--- config.mk ---
export PLATFORM = sky130hd
export DESIGN_NAME = udp_rx_filt
export DESIGN_NICKNAME = d
export VERILOG_FILES = /design/src/rtl/udp_pkg.sv /design/src/rtl/udp_rx_filt_sat_cnt.sv /design/src/rtl/udp_rx_filt.sv
export SDC_FILE = /design/constraint.sdc
export NUM_CORES = 1
export LEC_CHECK = 0
export BUFFER_PORTS_ARGS = -buffer_cell sky130_fd_sc_hd__buf_2
export CAP_MARGIN = 20
export CORE_MARGIN = 2
export CORE_UTILIZATION = 53
export CTS_BUF_LIST = sky130_fd_sc_hd__clkbuf_4 sky130_fd_sc_hd__clkbuf_8
export DETAILED_ROUTE_END_ITERATION = 10
export GPL_ROUTABILITY_DRIVEN = 0
export PLACE_DENSITY_LB_ADDON = 0.25
export SLEW_MARGIN = 20
export SYNTH_ARGS = -nofsm -noshare
export SYNTH_HDL_FRONTEND = slang
export SYNTH_SLANG_ARGS = --single-unit
--- constraint.sdc ---
create_clock -name clk -period 3 [get_ports clk]
set_input_delay 0.15 -clock clk [delete_from_list [all_inputs] [get_ports clk]]
set_output_delay 0.15 -clock clk [all_outputs]
set_load 0.05 [all_outputs]
--- src/rtl/udp_pkg.sv ---
// Shared types and constants for the UDP receive parser.
// No logic; no latency.
// No flow control of its own.
package udp_pkg;

    typedef enum logic [7:0] {
        IDLE = 8'h00,
        HDR  = 8'h01,
        DATA = 8'h02,
        DROP = 8'h03,
        DONE = 8'h04
    } state_t;

    localparam int UDP_HDR_LEN = 8;

    localparam logic [2:0] OFS_SRC_HI  = 3'd0;
    localparam logic [2:0] OFS_SRC_LO  = 3'd1;
    localparam logic [2:0] OFS_DST_HI  = 3'd2;
    localparam logic [2:0] OFS_DST_LO  = 3'd3;
    localparam logic [2:0] OFS_LEN_HI  = 3'd4;
    localparam logic [2:0] OFS_LEN_LO  = 3'd5;
    localparam logic [2:0] OFS_CSUM_HI = 3'd6;
    localparam logic [2:0] OFS_CSUM_LO = 3'd7;

    localparam int ERR_PORT  = 0;
    localparam int ERR_LEN   = 1;
    localparam int ERR_OVF   = 2;
    localparam int ERR_TRUNC = 3;

    function automatic logic [15:0] be16(input logic [7:0] hi, input logic [7:0] lo);
        return {hi, lo};
    endfunction

endpackage

--- src/rtl/udp_rx_filt_sat_cnt.sv ---
// Saturating event counter: sticks at all-ones, synchronous clear.
// Count visible 1 cycle after inc.
// No backpressure; increments past saturation are ignored.
module sat_cnt #(
    parameter int W = 16
) (
    input  logic         clk,
    input  logic         rst,
    input  logic         inc,
    input  logic         clear,
    output logic [W-1:0] cnt
);

    always_ff @(posedge clk or negedge rst) begin
        if (!rst) begin
            cnt <= '0;
        end else if (clear) begin
            cnt <= '0;
        end else if (inc && (cnt != '1)) begin
            cnt <= cnt + W'(1);
        end
    end

endmodule

--- src/rtl/udp_rx_filt.sv ---
// UDP header parser with dst-port filter, length check, overflow/truncation flags, stats.
// Payload appears on fifo_txen/fifo_txd 1 cycle after rxd; fd 1 cycle after last byte.
// fifo_full cannot stall the stream: the byte it gates and the rest of the frame are discarded.
module udp_rx_filt
    import udp_pkg::*;
#(
    parameter logic [15:0] LOCAL_PORT = 16'h1F90,
    parameter bit          PORT_FILT  = 1'b1,
    parameter int          MAX_DLEN   = 1472,
    parameter int          CNT_W      = 16
) (
    input  logic             clk,
    input  logic             rst,
    input  logic             fs,
    input  logic [7:0]       rxd,
    input  logic             fifo_full,
    output logic             fd,
    output logic [15:0]      dlen,
    output logic [15:0]      src_ip_port,
    output logic [15:0]      det_ip_port,
    output logic             fifo_txen,
    output logic [7:0]       fifo_txd,
    output logic [3:0]       err,
    output logic [CNT_W-1:0] frm_ok_cnt,
    output logic [CNT_W-1:0] frm_drop_cnt
);

    state_t      state;
    logic [2:0]  hdr_cnt;
    logic [15:0] pay_cnt;
    logic [7:0]  len_hi;
    logic        len_bad;
    logic        ok_inc;
    logic        drop_inc;

    logic [15:0] len_fld;
    logic [15:0] dlen_calc;
    logic [15:0] dst_fld;
    logic        last_pay;
    logic        ovf_now;

    assign len_fld   = be16(len_hi, rxd);
    assign dlen_calc = len_fld - 16'(UDP_HDR_LEN);
    assign dst_fld   = be16(det_ip_port[15:8], rxd);
    assign last_pay  = (pay_cnt == (dlen - 16'd1));
    assign ovf_now   = fifo_full | err[ERR_OVF];

    always_ff @(posedge clk or negedge rst) begin
        if (!rst) begin
            state       <= IDLE;
            hdr_cnt     <= 3'd0;
            pay_cnt     <= 16'd0;
            len_hi      <= 8'd0;
            len_bad     <= 1'b0;
            ok_inc      <= 1'b0;
            drop_inc    <= 1'b0;
            fd          <= 1'b0;
            dlen        <= 16'd0;
            src_ip_port <= 16'd0;
            det_ip_port <= 16'd0;
            fifo_txen   <= 1'b0;
            fifo_txd    <= 8'd0;
            err         <= 4'd0;
        end else begin
            fifo_txen <= 1'b0;
            ok_inc    <= 1'b0;
            drop_inc  <= 1'b0;

            case (state)
                IDLE: begin
                    fd <= 1'b0;
                    if (fs) begin
                        state       <= HDR;
                        hdr_cnt     <= OFS_SRC_LO;
                        src_ip_port <= be16(rxd, 8'd0);
                        det_ip_port <= 16'd0;
                        dlen        <= 16'd0;
                        err         <= 4'd0;
                        len_bad     <= 1'b0;
                        pay_cnt     <= 16'd0;
                    end
                end

                HDR: begin
                    if (!fs) begin
                        err[ERR_TRUNC] <= 1'b1;
                        drop_inc       <= 1'b1;
                        state          <= IDLE;
                    end else begin
                        hdr_cnt <= hdr_cnt + 3'd1;
                        case (hdr_cnt)
                            OFS_SRC_LO: src_ip_port[7:0] <= rxd;
                            OFS_DST_HI: det_ip_port[15:8] <= rxd;
                            OFS_DST_LO: begin
                                det_ip_port[7:0] <= rxd;
                                if (PORT_FILT && (dst_fld != LOCAL_PORT)) begin
                                    err[ERR_PORT] <= 1'b1;
                                end
                            end
                            OFS_LEN_HI: len_hi <= rxd;
                            OFS_LEN_LO: begin
                                // dlen is only derived once the field is known to cover the header
                                if (len_fld < 16'(UDP_HDR_LEN)) begin
                                    err[ERR_LEN] <= 1'b1;
                                    len_bad      <= 1'b1;
                                end else begin
                                    dlen <= dlen_calc;
                                    if (dlen_calc > 16'(MAX_DLEN)) begin
                                        err[ERR_LEN] <= 1'b1;
                                        len_bad      <= 1'b1;
                                    end
                                end
                            end
                            OFS_CSUM_LO: begin
                                if (err != 4'd0) begin
                                    // an errored frame with no payload has nothing left to drain
                                    if (len_bad || (dlen != 16'd0)) begin
                                        state <= DROP;
                                    end else begin
                                        state    <= DONE;
                                        fd       <= 1'b1;
                                        drop_inc <= 1'b1;
                                    end
                                end else if (dlen == 16'd0) begin
                                    state  <= DONE;
                                    fd     <= 1'b1;
                                    ok_inc <= 1'b1;
                                end else begin
                                    state <= DATA;
                                end
                            end
                            OFS_SRC_HI, OFS_CSUM_HI: ;
                            default: ;
                        endcase
                    end
                end

                DATA: begin
                    if (!fs) begin
                        err[ERR_TRUNC] <= 1'b1;
                        drop_inc       <= 1'b1;
                        state          <= IDLE;
                    end else begin
                        pay_cnt <= pay_cnt + 16'd1;
                        if (ovf_now) begin
                            err[ERR_OVF] <= 1'b1;
                        end else begin
                            fifo_txen <= 1'b1;
                            fifo_txd  <= rxd;
                        end
                        if (last_pay) begin
                            state    <= DONE;
                            fd       <= 1'b1;
                            ok_inc   <= ~ovf_now;
                            drop_inc <= ovf_now;
                        end
                    end
                end

                DROP: begin
                    if (len_bad) begin
                        // the length field cannot be trusted, so the frame ends when fs falls
                        if (!fs) begin
                            state    <= DONE;
                            fd       <= 1'b1;
                            drop_inc <= 1'b1;
                        end
                    end else if (!fs) begin
                        err[ERR_TRUNC] <= 1'b1;
                        drop_inc       <= 1'b1;
                        state          <= IDLE;
                    end else begin
                        pay_cnt <= pay_cnt + 16'd1;
                        if (last_pay) begin
                            state    <= DONE;
                            fd       <= 1'b1;
                            drop_inc <= 1'b1;
                        end
                    end
                end

                DONE: begin
                    fd <= 1'b1;
                    if (!fs) begin
                        state <= IDLE;
                        fd    <= 1'b0;
                    end
                end

                default: state <= IDLE;
            endcase
        end
    end

    sat_cnt #(.W(CNT_W)) u_ok_cnt (
        .clk   (clk),
        .rst   (rst),
        .inc   (ok_inc),
        .clear (1'b0),
        .cnt   (frm_ok_cnt)
    );

    sat_cnt #(.W(CNT_W)) u_drop_cnt (
        .clk   (clk),
        .rst   (rst),
        .inc   (drop_inc),
        .clear (1'b0),
        .cnt   (frm_drop_cnt)
    );

endmodule

Yosys cells after proc, flatten, opt, wreduce, memory -nomap -nowiden --
Cells that the tools add are included.
Storage, ports and cells: input port bits 12, output and inout port bits 94, word-level logic and storage cells 171, flip-flop bits (word level) 132
Operators by class: add/subtract/negate cells 6, bitwise logic cells 2, reductions and logical operators 28, equal/unequal tests 32, multiplexer cells 80, order comparisons 2
Operators by type and width (count):
- 16-bit 2-to-1 mux | 7
- 8-bit 2-to-1 mux | 14
- 16-bit one-hot mux with 2 select lines | 2
- 16-bit by 1-bit adder with 16-bit output (second input constant) | 3
- 16-bit one-hot mux with 3 select lines | 1
- 1-bit 2-to-1 mux | 40
- 8-bit one-hot mux with 5 select lines | 1
- 16-bit inequality test (second input constant) | 2
- 4-bit AND reduction | 5
- 16-bit equality test | 1
- 8-bit by 2-bit equality test with 1-bit output (second input constant) | 2
- 16-bit by 11-bit greater-than comparator with 1-bit output (second input constant) | 1
- 16-bit logical NOT | 1
- 16-bit by 4-bit < comparator with 1-bit output (second input constant) | 1
- 16-bit by 13-bit inequality test with 1-bit output (second input constant) | 1
- 2-bit inequality test (second input constant) | 8
- 8-bit one-hot mux with 2 select lines | 1
- 16-bit nonzero test | 1
- 16-bit by 1-bit subtractor with 16-bit output (second input constant) | 1
- 16-bit by 4-bit subtractor with 16-bit output (second input constant) | 1
- 3-bit AND reduction | 5
- 5-bit AND reduction | 3
- 3-bit 2-to-1 mux | 4
- 3-bit inequality test (second input constant) | 4
- other kinds (27) | 40

Longest topological paths before layout --
Gate-level depths: netlist of run 1.
depth after elaboration 7, gate-level depth with buffers 10, mapped depth without buffers 9

By module --
From an unflattened synthesis of run 1, not the netlist that was laid out.
Second synthesis, totals: cells, all modules 716, area total of the unflattened synthesis 6919.1 µm²
Modules (own cells, without submodules):
- udp_rx_filt | instances 1, sequential area each 2477.4 µm², cells each 520, area an instance 5034.8 µm²
- sat_cnt | instances 2, sequential area each 400.4 µm², cells each 98, area an instance 942.2 µm²

Least setup slack after synthesis of run 1 --
OpenSTA, ideal clock, no wires.
path kind flip-flop to flip-flop, from register dlen[0], to register state[1], period minus slack after synthesis 3126 ps, data required time 2880 ps, arrival time 3007 ps, library setup time 120 ps, cell stages (with the launch flop) 11, setup slack -126 ps, path buffers 1, cells stage by stage dfrtp_1 > clkbuf_1 > inv_1 > ha_1 > or4b_1 > or4b_4 > xnor2_1 > nand4_1 > nor4_4 > a21oi_1 > a31o_1
On the way: word-level cells in the longest chain between the ends 7, elaborated cells on any way between the ends 14, classes of those cells 1 x add/sub; 1 x eq/ne; 9 x mux; 3 x reduce/logical
RTL lines:
- from (decl) | RTL line udp_rx_filt.sv:18 | output logic [15:0] dlen,
- from (signal assigned) | RTL line udp_rx_filt.sv:107 | dlen <= dlen_calc;
- parallel branches: the longest is 6 deep, another holds 16-bit by 1-bit subtractor with 16-bit output
- 8-bit one-hot mux with 5 select lines (*) | RTL line udp_rx_filt.sv:69 | case (state)
- to (signal assigned) | RTL line udp_rx_filt.sv:73 | state <= HDR;
- to (signal assigned) | RTL line udp_rx_filt.sv:88 | state <= IDLE;
- to (signal assigned) | RTL line udp_rx_filt.sv:118 | state <= DROP;
- to (decl) | RTL line udp_rx_filt.sv:28 | state_t state;
Mark *: on every way between the ends. The select of a mux whose other input is x is not followed. A chain may end at the register's enable or synchronous reset.

Worst setup path in the final report of run 1 --
Same ends and word-level chain as after synthesis.

==> results of run 1 <==
==> cell families (layout without fill, tap and decap cells) <==
logic type / count (synthesis) / after routing / share of synthesized area (%)
and+or+nand+nor: 260 / 260 / 20.88
DFF: 131 / 131 / 49.34
AOI/OAI and AO/OA: 107 / 107 / 10.43
xor gates and xnor gates: 64 / 64 / 8.644
buffers and inverters: 62 / 196 / 3.861
muxes: 28 / 28 / 4.708
adders and majority gates: 11 / 11 / 2.072
other: 1 / 5 / 0.05644
==> cells in the final DEF (no fill, tap or decap), types with 5 or more instances in the layout <==
cell type / netlist / final
clkbuf_8: 0 / 17
dfrtp_1: 131 / 128
ha_1: 11 / 10
xnor2_1: 43 / 42
nor4_1: 9 / 8
mux2_2: 26 / 26
nor3_1: 13 / 12
or3_1: 13 / 13
conb_1: 1 / 5
o31ai_1: 5 / 5
nor2_1: 47 / 46
buf_4: 1 / 28
o2bb2ai_1: 13 / 13
o21ai_0: 36 / 36
xor2_1: 20 / 20
nand2b_1: 6 / 6
nand4_1: 19 / 19
and3_1: 9 / 9
nand3_1: 40 / 39
inv_1: 28 / 26
or4_1: 10 / 10
nand2_1: 62 / 61
buf_2: 4 / 104
a21oi_1: 21 / 21
==> area by class of cell <==
type	count	share of cell area (%)
flip-flops and latches	131	41.22
repair buffers	136	9.805
clock inverters	12	1.996
well taps	168	2.640
multi-input cells	475	39.85
inverters	29	1.367
clock buffers	19	3.127
==> routing by layer <==
layer	GRT usage, %	up-vias	wire [um]
li1	-	2597	-
met1	32.00	2759	7039
met2	39.38	198	7663
met3	6.956	31	1073
met4	11.11	0	314
met5	0	-	0
==> registers in the layout, indices dropped and copies added, names as in the netlist <==
name	cells
det_ip_port	16
dlen	16
drop_inc	1
err	4
fd	1
fifo_txd	8
fifo_txen	1
hdr_cnt	3
len_hi	8
ok_inc	1
pay_cnt	16
src_ip_port	16
state	8
u_drop_cnt.cnt	16
u_ok_cnt.cnt	16
==> final timing paths <==
| kind | startpoint | endpoint | slack (ns) | cells after the start |
|---|---|---|---|---|
| setup / recovery | dlen[0] | state[1] | 0.06 | 10 |
| hold / removal | rxd[1] | det_ip_port[1] | 0.04 | 3 |
| setup reg to reg | dlen[0] | state[1] | 0.06 | 10 |
| hold reg to reg | src_ip_port[1] | src_ip_port[1] | 0.48 | 2 |
| max in group asynchronous | rst | src_ip_port[0] | 1.83 | 3 |
| min in group asynchronous | rst | u_ok_cnt.cnt[5] | 0.32 | 2 |
==> tightest hold or removal path, cell delays in order <==
cell and delay [ns]:
buf_2 0.15, nand3_1 0.07, o21ai_0 0.07
==> timing repair <==
| item | CTS | global route |
|---|---|---|
| endpoints found under the setup margin | 0 | 18 |
| buffers inserted | 0 | 7 |
| hold buffers | 3 | 0 |
| resized for setup | 0 | 11 |
| hold endpoints to repair | 58 | 0 |
==> report_power, final <==
part | internal [mW] | switching (mW) | total [mW] | leakage (nW)
Clock | 0.838 | 0.695 | 1.53 | 0.203
Sequential | 1.83 | 0.0511 | 1.88 | 1.77
Combinational | 0.112 | 0.348 | 0.460 | 1.95
==> stage by stage <==
stage                     setup TNS (ns)  power [mW]
after CTS                              0       3.927
final                                  0       3.876
after global routing            -0.06589       4.045
after detailed placement               0       2.375
after global placement                 0       2.365
after floorplan                        0       2.216
==> metrics.txt, run 1 <==
status completed; slowest CP cell or4b_4; first-pass GRT wire length ~26 mm; max_slew headroom a little under half; root buffer cell clkbuf_8; CTS tree done; min cycle time layout about 3 ns; synthesis-to-finish area growth 19.85%; Post-DRT Antenna Nets 0; PortBufs 105; maximum clock frequency roughly 0.34 GHz; Tcrit/Tclk final 98.01%; H-Tree Level Count 4; Initial Util about 55%; core area about 12000 sq um; Pleak a little under 4 nW; DRT Wirelength 16.09 mm; Place WS 0.07624 ns; die area around 13000 sq um; CTS buffer count 17; worst setup path class register to register; Critical Path RT approximately 3.4 ns; startpoint types register; Final Hold Viols 0; top-count cell post-synth dfrtp_1; Tot GR Track Use 24.85%; Die X between 100 and 150 um; fin area 7963 sq um; CP cell instances inv_2 -> ha_4 -> or4b_4 -> or4b_4 -> xnor2_2 -> nand4_1 -> nor4_4 -> buf_4 -> a21oi_1 -> a31o_1; Routed wire per std cell ~17 um; worst-path fanout max 8; max cap viols 0; # clock sinks about 130; clock latency on the worst-skew pair 0.45 ns; row count 40; area of the multi-input gates ~3200 sq um; Post-synth EDFFs 0; pin count of the biggest net entering global routing slightly below 60; Vias between 5000 and 6000; leading post-synthesis cells by cell area dfrtp_1, xnor2_1, mux2_2; tightest hold margin roughly 0.045 ns; Final Max Slew Viols 0; CTS max path bufs 2; Cells after DPL approximately 930; maximum vdd drop ~350 uV; fin nets 813; Most common cell on crit path or4b_4; gr ovfl total 0; Die Span Y about 120 um; Post-route DRC 0; # diodes 0; vias in the first global route around 5300; sequential cell area fraction in the yosys report ~50%; class of the worst hold path input pin to register; sequential cell area 3282 sq um; Primary FF master, synth dfrtp_1; initial antenna violation count 0; Cell Area, Synth 6644 sq um; Slew @ Worst Pin about 0.80 ns; final setup margin around 0.06 ns; I/O Pins between 100 and 150; Post-DP Area about 7400 sq um; Post-Layout Cell Count 970; delay-heaviest family, CP simple AND/OR/NAND/NOR gates; 1st-pass router iterations 5; utilization after layout roughly two thirds; Via density ~5.8; ys async rst share 100.0%; pwr/cell area 486.7 nW/um^2; Synth Instances around 660; number of distinct library cells after synthesis 65; Seq cells post-synth 131; WP data arrival approximately 3.3 ns; Final setup viols 0; synth warn 0; CP bufs+invs 2; top cells by count, synth dfrtp_1, nand2_1, nor2_1; layout cells sized above 1 a little over a quarter; 1st-iter DRT viols 365; syn avg cell area ~10 sq um; # fillers about 1000; clk_skew approximately 0.01 ns; largest area contributor in the netlist dfrtp_1; Detailed Place HPWL between 10 and 15 mm; post-synth top area share 49.34%; Slowest Stage Delay on Critical Path around 0.56 ns; CP Capture Type register; Clock Pin Slew Worst Setup and Hold Paths roughly 0.080 ns
Power figures use the tool's default switching activity.
==> run 2, diff against run 1 <==
--- a/config.mk
+++ b/config.mk
@@ -8,7 +8,7 @@
 export BUFFER_PORTS_ARGS = -buffer_cell sky130_fd_sc_hd__buf_2
 export CAP_MARGIN = 20
 export CORE_MARGIN = 2
-export CORE_UTILIZATION = 53
+export CORE_UTILIZATION = 60
 export CTS_BUF_LIST = sky130_fd_sc_hd__clkbuf_4 sky130_fd_sc_hd__clkbuf_8
 export DETAILED_ROUTE_END_ITERATION = 10
 export GPL_ROUTABILITY_DRIVEN = 0
==> constraint.sdc (replaced) <==
create_clock -name clk -period 3.6 [get_ports clk]
set_input_delay 0.18 -clock clk [delete_from_list [all_inputs] [get_ports clk]]
set_output_delay 0.18 -clock clk [all_outputs]
set_load 0.05 [all_outputs]
==> run 2 against run 1 <==
- highest routed layer unchanged
- maximum frequency fell by 4.0%
- largest power group unchanged
- sequential share of layout area up 1.3 points
- global-route usage grew 3.3 points
- critical path depth is 3 lower
- combinational power decreased by 19%
- die area down 11%
- power fell by 17%
- first-iteration DRC count up 59%
==> metrics.txt, run 2 (synthesized netlist as in run 1, its figures left out) <==
min cycle time layout 3.062 ns (+0.1214 ns); CTS max path bufs 2 (unchanged); I/O Pins 106 (unchanged); CTS buffer count 17 (unchanged); max cap viols 0 (unchanged); DRT Wirelength 16.20 mm (+0.70%); layout cells sized above 1 23.91% (-3.1 points); Hold Crit Depth 3 (unchanged); die area 11930 sq um (-11%); row count 38 (-5.0%); WP data arrival 3.40 ns (+0.11 ns); worst setup path class register to register; WHS Endpoint det_ip_port[0]; Via density 6.051 (+5.1%); initial antenna violation count 0 (unchanged); Die Span Y 109.2 um (-5.8%); leading cell type in the layout, fill and taps excluded dfrtp_1; delay-heaviest family, CP simple AND/OR/NAND/NOR gates; startpoint types register; Reg-to-Reg End dlen[1]; FF-to-FF setup slack 0.54 ns (+0.48 ns); Slowest Stage Delay on Critical Path 0.64 ns (+0.08 ns); Die X 109.2 um (-5.8%); Most common cell on crit path nor2_1; clock latency on the worst-skew pair 0.45 ns (about the same); CTS tree done; commonest cells after routing, fill and taps aside dfrtp_1, buf_2, nand2_1, nor2_1, xnor2_1; gr ovfl total 0 (unchanged); fin nets 792 (-2.6%); R2R cell count 7 (-3); pin count of the biggest net entering global routing 69 (+17%); Detailed Place HPWL 11.65 mm (+0.72%); CP cell instances or4_1 -> or4_1 -> nor2_1 -> nand3_1 -> nor2_1 -> nor2_1 -> a32o_1; CP Capture Type register; Vias 5579 (-0.11%); # diodes 0 (unchanged); utilization after layout 71.10% (+5.4 points); # clock sinks 131 (unchanged); 1st-iter DRT viols 580 (+59%); Final setup viols 0 (unchanged); H-Tree Level Count 4 (unchanged); Post-route DRC 0 (unchanged); maximum clock frequency 0.3266 GHz (-4.0%); CP bufs+invs 0 (-2); first-pass GRT wire length 25.71 mm (-0.88%); Clock Pin Slew Worst Setup and Hold Paths 0.08 ns (about the same); Routed wire per std cell 17.57 um (+5.9%); PortBufs 105 (unchanged); Resized Gates After CTS 0 (unchanged); Pleak 3.793 nW (-3.2%); Slew @ Worst Pin 1.012 ns (+0.2120 ns); Tot GR Track Use 28.15% (+3.3 points); Initial Util 61.29% (+6.4 points); worst r2r src state[3]; max_slew headroom 32.30% (-14 points); Critical Path RT 3.94 ns (+0.59 ns); synthesis-to-finish area growth 16.01%; Final Max Slew Viols 0 (unchanged); Final Hold Viols 0 (unchanged); class of the worst hold path input pin to register; RSZ-0062 raised after global routing no; clk_skew 0.01276 ns (+0.002726 ns); total power 3.210 mW (-17%); vias in the first global route 5161 (-3.0%); status completed; start point of the worst hold path rxd[0]; Post-DRT Antenna Nets 0 (unchanged); maximum vdd drop 448.2 uV (+27%); pwr/cell area 416.4 nW/um^2 (-14%); Setup TNS 0 ns (unchanged); 1st-pass router iterations 5 (unchanged); Tcrit/Tclk final 85.05% (-13 points); root buffer cell clkbuf_8; core area 10840 sq um (-10%); # fillers 815 (-19%); worst-path fanout max 16 (+8); slowest CP cell or4_1
==> run 2: layer usage <==
layer / track usage [%] / share of wire, % / up-vias
met5: 0 / 0 / -
met4: 9.132 / 2.1 / 0
met3: 8.189 / 7.8 / 36
met2: 45.30 / 48 / 263
met1: 36.85 / 42 / 2719
li1: - / - / 2561
==> run 2: final cells by class <==
cell class | instances | area [sq um] | area share [%]
Tap cell | 140 | 175.2 | 2.273
Clock inverter | 14 | 162.7 | 2.110
Timing Repair Buffer | 115 | 605.6 | 7.857
Sequential cell | 131 | 3278 | 42.53
Multi-Input combinational cell | 475 | 3136 | 40.68
Inverter | 29 | 108.9 | 1.412
Clock buffer | 18 | 241.5 | 3.133
==> run 2: how the worst max path moves through the flow <==
stage                         from  endpoint  cells after the start
after CTS                 state[3]   dlen[1]                      7
after floorplan            dlen[0]  state[1]                     10
after global routing      state[3]   dlen[7]                      7
final                     state[3]   dlen[1]                      7
after detailed placement  state[3]   dlen[1]                      7
after global placement     dlen[0]  state[1]                      9
==> run 2: what timing repair did <==
item / CTS / global route
setup endpoints to repair: 0 / 0
endpoints found under the hold margin: 65 / 0
hold buffers: 1 / 0
setup buffers: 0 / 0
==> run 2: worst reg2reg max path: cells and delay by family (launching register included) <==
family | cells | cell delay, ns
and+or+nand+nor | 6 | 2.31
DFF | 1 | 0.36
AOI/OAI and AO/OA | 1 | 0.30
==> run 2: where the power goes <==
group          internal [mW]  switching, mW  total (mW)
Clock                  0.687          0.581        1.27
Sequential              1.53         0.0421        1.57
Combinational         0.0864          0.287       0.374
Total                   2.30          0.910        3.21
==> run 2: through the flow <==
stage	std cells	hold slack [ns]	worst slack, ns	cell area, sq um
after CTS	922	0.04617	0.5351	7707
after global placement	889	0.3230	0.6910	7293
after detailed placement	889	0.3278	0.5549	7293
final	922	0.07363	0.5383	7707
after global routing	922	0.05699	0.3029	7707
after floorplan	668	-0.1156	0.4735	6659
